## config.mk

```make
export PLATFORM = sky130hd
export DESIGN_NAME = adc_spi_master_flat
export DESIGN_NICKNAME = d
export VERILOG_FILES = /design/src/rtl/adc_spi_master_if.sv /design/src/rtl/adc_spi_master.sv /design/src/flat_wrapper.sv
export SDC_FILE = /design/constraint.sdc
export NUM_CORES = 1
export LEC_CHECK = 0
export ABC_AREA = 1
export BUFFER_PORTS_ARGS = -buffer_cell sky130_fd_sc_hd__buf_4
export CAP_MARGIN = 0
export CELL_PAD_IN_SITES_DETAIL_PLACEMENT = 1
export CELL_PAD_IN_SITES_GLOBAL_PLACEMENT = 1
export CORE_MARGIN = 1
export CORE_UTILIZATION = 40
export DETAILED_ROUTE_END_ITERATION = 10
export MAX_ROUTING_LAYER = met4
export PLACE_DENSITY = 0.82
export SYNTH_ARGS = -nofsm -noshare
export SYNTH_HDL_FRONTEND = slang
export SYNTH_SLANG_ARGS = --single-unit
```

## constraint.sdc

```tcl
create_clock -name clk -period 1.77 [get_ports clk]
set_input_delay 0 -clock clk [delete_from_list [all_inputs] [get_ports clk]]
set_output_delay 0 -clock clk [all_outputs]
set_load 0.02 [all_outputs]
```

## src/rtl/adc_spi_master_if.sv

```systemverilog
// Command-side and SPI-pin signals of adc_spi_master. The master modport is the
// SPI master's view; slave is the view of the command processor plus the ADC pins.
interface adc_spi_master_if;
    logic [7:0] spitx;
    logic       spitxdv;
    logic       spitxready;
    logic [7:0] spirx;
    logic       spirxdv;
    logic       spi_sclk;
    logic       spi_mosi;
    logic       spi_miso;

    modport master (
        input  spitx, spitxdv, spi_miso,
        output spitxready, spirx, spirxdv, spi_sclk, spi_mosi
    );
    modport slave (
        output spitx, spitxdv, spi_miso,
        input  spitxready, spirx, spirxdv, spi_sclk, spi_mosi
    );
endinterface

```

## src/rtl/adc_spi_master.sv

```systemverilog
// Byte-wide SPI master (SCLK/MOSI only, CS owned upstream), modes 0..3, SCLK = clk/(2H).
// Define ADC_SPI_LSB_FIRST_EN to shift both directions LSB first; default is MSB first.
module adc_spi_master #(
    parameter int SPI_MODE          = 0,
    parameter int CLKS_PER_HALF_BIT = 2
) (
    input logic               clk,
    input logic               rstn,
    adc_spi_master_if.master  bus
);
`ifdef ADC_SPI_LSB_FIRST_EN
    localparam bit LSB_FIRST = 1'b1;
`else
    localparam bit LSB_FIRST = 1'b0;
`endif
    localparam bit        CPOL     = SPI_MODE[1];
    localparam bit        CPHA     = SPI_MODE[0];
    localparam logic [7:0] DIV_LAST = 8'(CLKS_PER_HALF_BIT - 1);

    typedef enum logic [1:0] {IDLE, SHIFT, DONE} state_t;

    state_t     state_q;
    logic [7:0] div_q;
    logic [4:0] edge_q;
    logic [7:0] tx_q, rx_q, spirx_q;
    logic       sclk_q, mosi_q, ready_q, rxdv_q;

    logic       leading, drive_edge, sample_edge, tx_bit, first_bit;
    logic [7:0] tx_shift, rx_shift, first_load;

    // edge_q counts edges already made, so the next edge is k = edge_q+1 (odd = leading)
    always_comb begin
        leading = ~edge_q[0];
        if (LSB_FIRST) begin
            tx_bit     = tx_q[0];
            tx_shift   = {1'b0, tx_q[7:1]};
            rx_shift   = {bus.spi_miso, rx_q[7:1]};
            first_bit  = bus.spitx[0];
            first_load = {1'b0, bus.spitx[7:1]};
        end else begin
            tx_bit     = tx_q[7];
            tx_shift   = {tx_q[6:0], 1'b0};
            rx_shift   = {rx_q[6:0], bus.spi_miso};
            first_bit  = bus.spitx[7];
            first_load = {bus.spitx[6:0], 1'b0};
        end
        if (CPHA) begin
            drive_edge  = leading;
            sample_edge = ~leading;
        end else begin
            drive_edge  = ~leading && (edge_q != 5'd15);
            sample_edge = leading;
        end
    end

    always_ff @(posedge clk or negedge rstn) begin
        if (!rstn) begin
            state_q <= IDLE;
            div_q   <= 8'd0;
            edge_q  <= 5'd0;
            tx_q    <= 8'h00;
            rx_q    <= 8'h00;
            spirx_q <= 8'h00;
            sclk_q  <= CPOL;
            mosi_q  <= 1'b0;
            ready_q <= 1'b1;
            rxdv_q  <= 1'b0;
        end else begin
            rxdv_q <= 1'b0;
            case (state_q)
                IDLE: if (bus.spitxdv) begin
                    state_q <= SHIFT;
                    ready_q <= 1'b0;
                    // the accept cycle is divider step 0, so edge k lands at T+k*H
                    div_q   <= 8'd1;
                    edge_q  <= 5'd0;
                    if (CPHA) begin
                        tx_q <= bus.spitx;
                    end else begin
                        mosi_q <= first_bit;
                        tx_q   <= first_load;
                    end
                end
                SHIFT: begin
                    if (edge_q == 5'd16) begin
                        state_q <= DONE;
                        spirx_q <= rx_q;
                        rxdv_q  <= 1'b1;
                        ready_q <= 1'b1;
                        sclk_q  <= CPOL;
                    end else if (div_q == DIV_LAST) begin
                        div_q  <= 8'd0;
                        sclk_q <= ~sclk_q;
                        edge_q <= edge_q + 5'd1;
                        if (drive_edge) begin
                            mosi_q <= tx_bit;
                            tx_q   <= tx_shift;
                        end
                        if (sample_edge) rx_q <= rx_shift;
                    end else begin
                        div_q <= div_q + 8'd1;
                    end
                end
                DONE:    state_q <= IDLE;
                default: state_q <= IDLE;
            endcase
        end
    end

    assign bus.spitxready = ready_q;
    assign bus.spirx      = spirx_q;
    assign bus.spirxdv    = rxdv_q;
    assign bus.spi_sclk   = sclk_q;
    assign bus.spi_mosi   = mosi_q;
endmodule

```

## src/flat_wrapper.sv

```systemverilog
// flat-port wrapper written by rule: the top's interface ports become plain ports
module adc_spi_master_flat 
#(
    parameter int SPI_MODE          = 0,
    parameter int CLKS_PER_HALF_BIT = 2
)
  (clk, rstn, bus_spitx, bus_spitxdv, bus_spi_miso, bus_spitxready, bus_spirx, bus_spirxdv, bus_spi_sclk, bus_spi_mosi);
  adc_spi_master_if bus_i ();
  input logic clk;
  input logic rstn;
  input wire logic [$bits(bus_i.spitx)-1:0] bus_spitx;
  input wire logic [$bits(bus_i.spitxdv)-1:0] bus_spitxdv;
  input wire logic [$bits(bus_i.spi_miso)-1:0] bus_spi_miso;
  output wire logic [$bits(bus_i.spitxready)-1:0] bus_spitxready;
  output wire logic [$bits(bus_i.spirx)-1:0] bus_spirx;
  output wire logic [$bits(bus_i.spirxdv)-1:0] bus_spirxdv;
  output wire logic [$bits(bus_i.spi_sclk)-1:0] bus_spi_sclk;
  output wire logic [$bits(bus_i.spi_mosi)-1:0] bus_spi_mosi;
  assign bus_i.spitx = bus_spitx;
  assign bus_i.spitxdv = bus_spitxdv;
  assign bus_i.spi_miso = bus_spi_miso;
  assign bus_spitxready = bus_i.spitxready;
  assign bus_spirx = bus_i.spirx;
  assign bus_spirxdv = bus_i.spirxdv;
  assign bus_spi_sclk = bus_i.spi_sclk;
  assign bus_spi_mosi = bus_i.spi_mosi;
  adc_spi_master #(.SPI_MODE(SPI_MODE), .CLKS_PER_HALF_BIT(CLKS_PER_HALF_BIT)) u_core (.clk(clk), .rstn(rstn), .bus(bus_i));
endmodule
```

## Word-level counts from Yosys, hierarchy flattened

Cells that the tools add are included.

| storage, ports and cells | value |
|---|---|
| register bits | 43 |
| bits of input ports | 12 |
| output and inout port bits | 12 |
| word-level logic and storage cells | 64 |

| cells by class | value |
|---|---|
| add/subtract/negate cells | 2 |
| eq/ne operators | 9 |
| muxes and demuxes | 28 |
| bitwise logic cells | 3 |
| reduce and logical (&&, ||, !) cells | 12 |

Operators by type and width:

| cell | count |
|---|---|
| 8-bit two-way mux | 7 |
| 8-bit case mux with 2 select lines | 2 |
| 5-bit two-way mux | 3 |
| 1-bit two-way mux | 10 |
| 5-bit case mux with 2 select lines | 1 |
| 8-bit by 1-bit adder with 8-bit output, second input constant | 1 |
| 8-bit by 1-bit equality test with 1-bit output, second input constant | 1 |
| 4-bit AND reduction | 2 |
| 2-bit by 1-bit inequality test with 1-bit output, second input constant | 3 |
| 2-bit AND reduction | 3 |
| 3-bit AND reduction | 2 |
| 5-bit by 1-bit adder with 5-bit output, second input constant | 1 |
| 5-bit equality test, second input constant | 1 |
| 5-bit by 4-bit inequality test with 1-bit output, second input constant | 1 |
| 5-bit AND reduction | 1 |
| 2-bit two-way mux | 2 |
| 2-bit inequality test, second input constant | 2 |
| 1-bit case mux with 2 select lines | 2 |
| 2-bit case mux with 2 select lines | 1 |
| 2-bit nonzero test | 2 |
| 1-bit NOT | 3 |
| 2-bit by 1-bit equality test with 1-bit output, second input constant | 1 |
| 2-bit logical NOT | 1 |
| 1-bit logical AND | 1 |

## Logic depth before layout (Yosys ltp)

| depth | value |
|---|---|
| word-level depth | 6 |
| gate-level depth with buffers | 11 |
| mapped depth without buffers | 10 |

## Worst setup path after synthesis

Ideal clock, no wire load.

| timing path | value |
|---|---|
| path kind | register to register |
| from | register u_core.edge_q[0] |
| to | register u_core.mosi_q (netlist: u_core.bus.spi_mosi) |
| library setup time | 0.117 ns |
| data arrival time | 1.413 ns |
| required time | 1.653 ns |
| setup slack | 0.240 ns |
| cell stages (with the launch flop) | 9 |
| buffers on the path | 0 |
| clock period less this slack | 1.530 ns |
| path through | dfrtp_1 > ha_1 > nand2_1 > nor2_1 > ha_1 > o21ai_2 > nand3_2 > nand2_1 > nand2_1 |

| between the ends | value |
|---|---|
| word-level cells in the longest chain between the ends | 4 |
| elaborated cells on any way between the ends | 6 |
| those cells by class | 4 x eq/ne; 2 x reduce/logical |

Ends and longest elaborated chain:

| element | line | RTL |
|---|---|---|
| start: declaration | adc_spi_master.sv:24 | `logic [4:0] edge_q;` |
| start signal: assignment | adc_spi_master.sv:94 | `edge_q <= edge_q + 5'd1;` |
| 5-bit by 4-bit inequality test with 1-bit output | adc_spi_master.sv:51 | `drive_edge = ~leading && (edge_q != 5'd15);` |
| 1-bit logical AND | adc_spi_master.sv:51 |  |
| 2-bit by 1-bit inequality test with 1-bit output (no line) | n/a |  |
| 5-bit AND reduction (no line) (*) | n/a |  |
| end signal: assignment | adc_spi_master.sv:80 | `mosi_q <= first_bit;` |
| end signal: assignment | adc_spi_master.sv:96 | `mosi_q <= tx_bit;` |
| end: declaration | adc_spi_master.sv:26 | `logic sclk_q, mosi_q, ready_q, rxdv_q;` |

Mark *: on every way between the ends. The rest lies on a longest branch, timed or not.
A chain may end at the register's enable or synchronous reset.

## Worst setup path in the final report

Same ends and word-level chain as after synthesis.

==> flow_metrics.env <==
export IMPL_status="finished clean"
export IMPL_wire_per_inst_um=13.95
export IMPL_ff2ff_path_depth=10
export IMPL_first_global_vias=1799
export IMPL_synth_distinct_cells=26
export IMPL_seq_area_frac_synth=0.5119
export IMPL_grt_max_degree=43
export IMPL_worstHoldStart="bus_spitxdv"
export IMPL_drc=0
export IMPL_synthTopCellsByArea="dfrtp_1, nand2_1, o21ai_0"
export IMPL_vias=1697
export IMPL_cts_buffers=5
export IMPL_setup_viol=0
export IMPL_synthTopCellsByCount="nand2_1, dfrtp_1, inv_1, o21ai_0, nand3_1"
export IMPL_fin_skew_ps=6.718
export IMPL_cp_common_cell="nand2_1"
export IMPL_via_per_inst=4.905
export IMPL_areaGrowthSynthToFinish_pct=19.54
export IMPL_drt_initial_drc_count=54
export IMPL_fin_area_um2=2457
export IMPL_hold_viol=0
export IMPL_setup_slack_ps=154.2
export IMPL_grt_overflow_total=0
export IMPL_r2r_slack_ps=150
export IMPL_crit_type="flop to flop"
export IMPL_fmax_mhz=618.9
export IMPL_clk_latency_ps=300
export IMPL_gp_congestion=0.7557
export IMPL_start_kind="flop"
export IMPL_min_path_cells=3
export IMPL_end_kind="flop"
export IMPL_fin_nets=295
export IMPL_cts_tree="done"
export IMPL_dpl_instance_area_um2=2290
export IMPL_synth_edf_count=0
export IMPL_slew_headroom=0.6337
export IMPL_drt_first_pass_iters=4
export IMPL_totalPowerFinal_mw=1.784
export IMPL_yosysTopAreaCellShare=0.4991
export IMPL_min_period_over_period=0.9129
export IMPL_min_period_ps=1616
export IMPL_pre_cts_ws_ps=138.9
export IMPL_wl_met2_um=2451
export IMPL_dp_cells=334
export IMPL_ant_nets=0
export IMPL_ys_seq_elements=42
export IMPL_power_density_nw_per_um2=725.8
export IMPL_cp_slowest_cell="dfrtp_1"
export IMPL_diodes=0
export IMPL_wl_met1_um=2202
export IMPL_root_buffer="clkbuf_8"
export IMPL_path_cells="inv_2, ha_1, nand2_1, inv_1, nand2_1, nand2_2, nand2_2, buf_4, nand4_1, nand2_1"
export IMPL_ir_drop_mv=0.4388
export IMPL_worstReg2RegEnd="u_core.bus.spi_mosi$_DFFE_PN0P_"
export IMPL_port_buffers=23
export IMPL_ys_flop_type="dfrtp_1"
export IMPL_async_flop_share=1.000
export IMPL_fin_util=0.5068
export IMPL_clock_sinks=42
export IMPL_rows=25
export IMPL_crit_family="simple AND/OR/NAND/NOR gates"
export IMPL_cts_buffer_depth=2
export IMPL_regToRegStartpoint="u_core.edge_q[0]$_DFFE_PN0P_"
export IMPL_antenna_found_initial=0
export IMPL_yosysTopAreaCell="dfrtp_1"
export IMPL_initial_core_util=0.4240
export IMPL_synth_nets=263
export IMPL_fin_setup_tns_ps=0
export IMPL_die_h_um=73.69
export IMPL_topRoutingLayerUsed="met4"
export IMPL_coreArea_um2=4848
export IMPL_fin_cells=346
export IMPL_synthesis_instances=246
export IMPL_dr_wl_met3_um=124
export IMPL_netlist_area_um2=2056
export IMPL_worstPathRequired_ps=2010
export IMPL_drive_gt1_frac=0.2115
export IMPL_max_cap_viol_count=0
export IMPL_cp_max_fo=9
export IMPL_grt_pass1_wl_um=8231
export IMPL_die_w_um=73.69
export IMPL_worstPathArrival_ps=1850
export IMPL_n_fill_cell=607
export IMPL_min_path_type="primary input to flop"
export IMPL_holdPathEnd="u_core.bus.spitxready$_DFFE_PN1P_"
export IMPL_syn_avg_cell_area_um2=8.357
export IMPL_finalMaxSlewViolations=0
export IMPL_slowest_delay_ps=420
export IMPL_grt_use_total=0.2081
export IMPL_p_leak_nw=1.274
export IMPL_hpwl_um=3239
export IMPL_tightestPinTransition_ps=549.4
export IMPL_fp_dieArea_um2=5430
export IMPL_boundaryPins=24
export IMPL_postRouteWirelength_um=4825
export IMPL_yosys_warnings=0
export IMPL_yosysMostFrequentCell="nand2_1"
export IMPL_clk_pin_slew_ps=80
export IMPL_hold_worst_slack_ps=8.022
export IMPL_htreeDepth=2
export IMPL_rsz0062_at_grt="no"
export IMPL_crit_buf_inv=3
logic make-up after synthesis:
kind of cell,share of synthesized area
and+or+nand+nor,0.2763
xor gates and xnor gates,0.004261
AOI/OAI and AO/OA,0.09556
DFF,0.5119
buffers and inverters,0.08155
adders and majority gates,0.03043
layout make-up:
type | instances | area, um2 | share of cell area
sequential | 42 | 1052 | 0.4282
multi-input combinational | 169 | 859.6 | 0.3498
timing repair buffer | 30 | 232.7 | 0.09470
inverter | 30 | 115.1 | 0.04684
tap | 67 | 83.83 | 0.03411
clock buffer | 5 | 68.82 | 0.02800
clock inverter | 3 | 45.04 | 0.01833
per-layer routing:
metal	track usage	vias to the layer above
li1	-	844
met1	0.2528	824
met2	0.3547	23
met3	0.04115	6
met4	0.05128	0
met5	-	-
worst reg2reg max path, cell delays in order (launching register included):
cell and delay, ps:
dfrtp_1 420, inv_2 80, ha_1 190, nand2_1 50, inv_1 60, nand2_1 120
nand2_2 90, nand2_2 150, buf_4 190, nand4_1 120, nand2_1 80
report_power, final:
part / switching [mW] / internal [mW]
Sequential: 0.00305 / 0.963
Combinational: 0.0263 / 0.0212
Clock: 0.350 / 0.420
layout by cell type (no fill, tap or decap), types with 3 or more instances in the layout:
master         count
nand2_2            3
a21oi_1            3
buf_4             27
clkbuf_8           5
o21ai_0           20
nand2_1           85
nor2_2             3
nand3_1           10
o21ai_1            7
dfrtp_1           41
inv_2              4
inv_1             25
dlygate4sd3_1      3
nand4_1           10
o21ai_2            3
ha_1               5
nor2_1             9
worst max path at each step:
stage | start | endpoint | slack (ps) | cells past startpoint
after floorplan | u_core.edge_q[0]$_DFFE_PN0P_ | u_core.bus.spi_mosi$_DFFE_PN0P_ | 240 | 8
final | u_core.edge_q[0]$_DFFE_PN0P_ | u_core.bus.spi_mosi$_DFFE_PN0P_ | 150 | 10
after global placement | u_core.div_q[1]$_DFFE_PN0P_ | u_core.bus.spi_mosi$_DFFE_PN0P_ | 230 | 9
after detailed placement | u_core.edge_q[0]$_DFFE_PN0P_ | u_core.rx_q[6]$_DFFE_PN0P_ | 140 | 9
after CTS | u_core.edge_q[0]$_DFFE_PN0P_ | u_core.rx_q[6]$_DFFE_PN0P_ | 100 | 9
after global routing | u_core.edge_q[0]$_DFFE_PN0P_ | u_core.div_q[2]$_DFFE_PN0P_ | 7 | 10
timing repair:
action | 4_1_cts | 5_1_grt
setup buffers | 0 | 0
gates resized for setup | 0 | 4
endpoints found under the hold margin | 43 | 0
setup endpoints to repair | 0 | 10
hold buffers | 3 | 0
sequential cells by signal (all words and copies together) (netlist names):
name / cells
u_core.bus.spirx: 8
u_core.div_q: 8
u_core.rx_q: 8
u_core.tx_q: 7
u_core.edge_q: 5
u_core.state_q: 2
u_core.bus.spi_mosi: 1
u_core.bus.spi_sclk: 1
u_core.bus.spirxdv: 1
u_core.bus.spitxready: 1
Power figures use the tool's default switching activity.
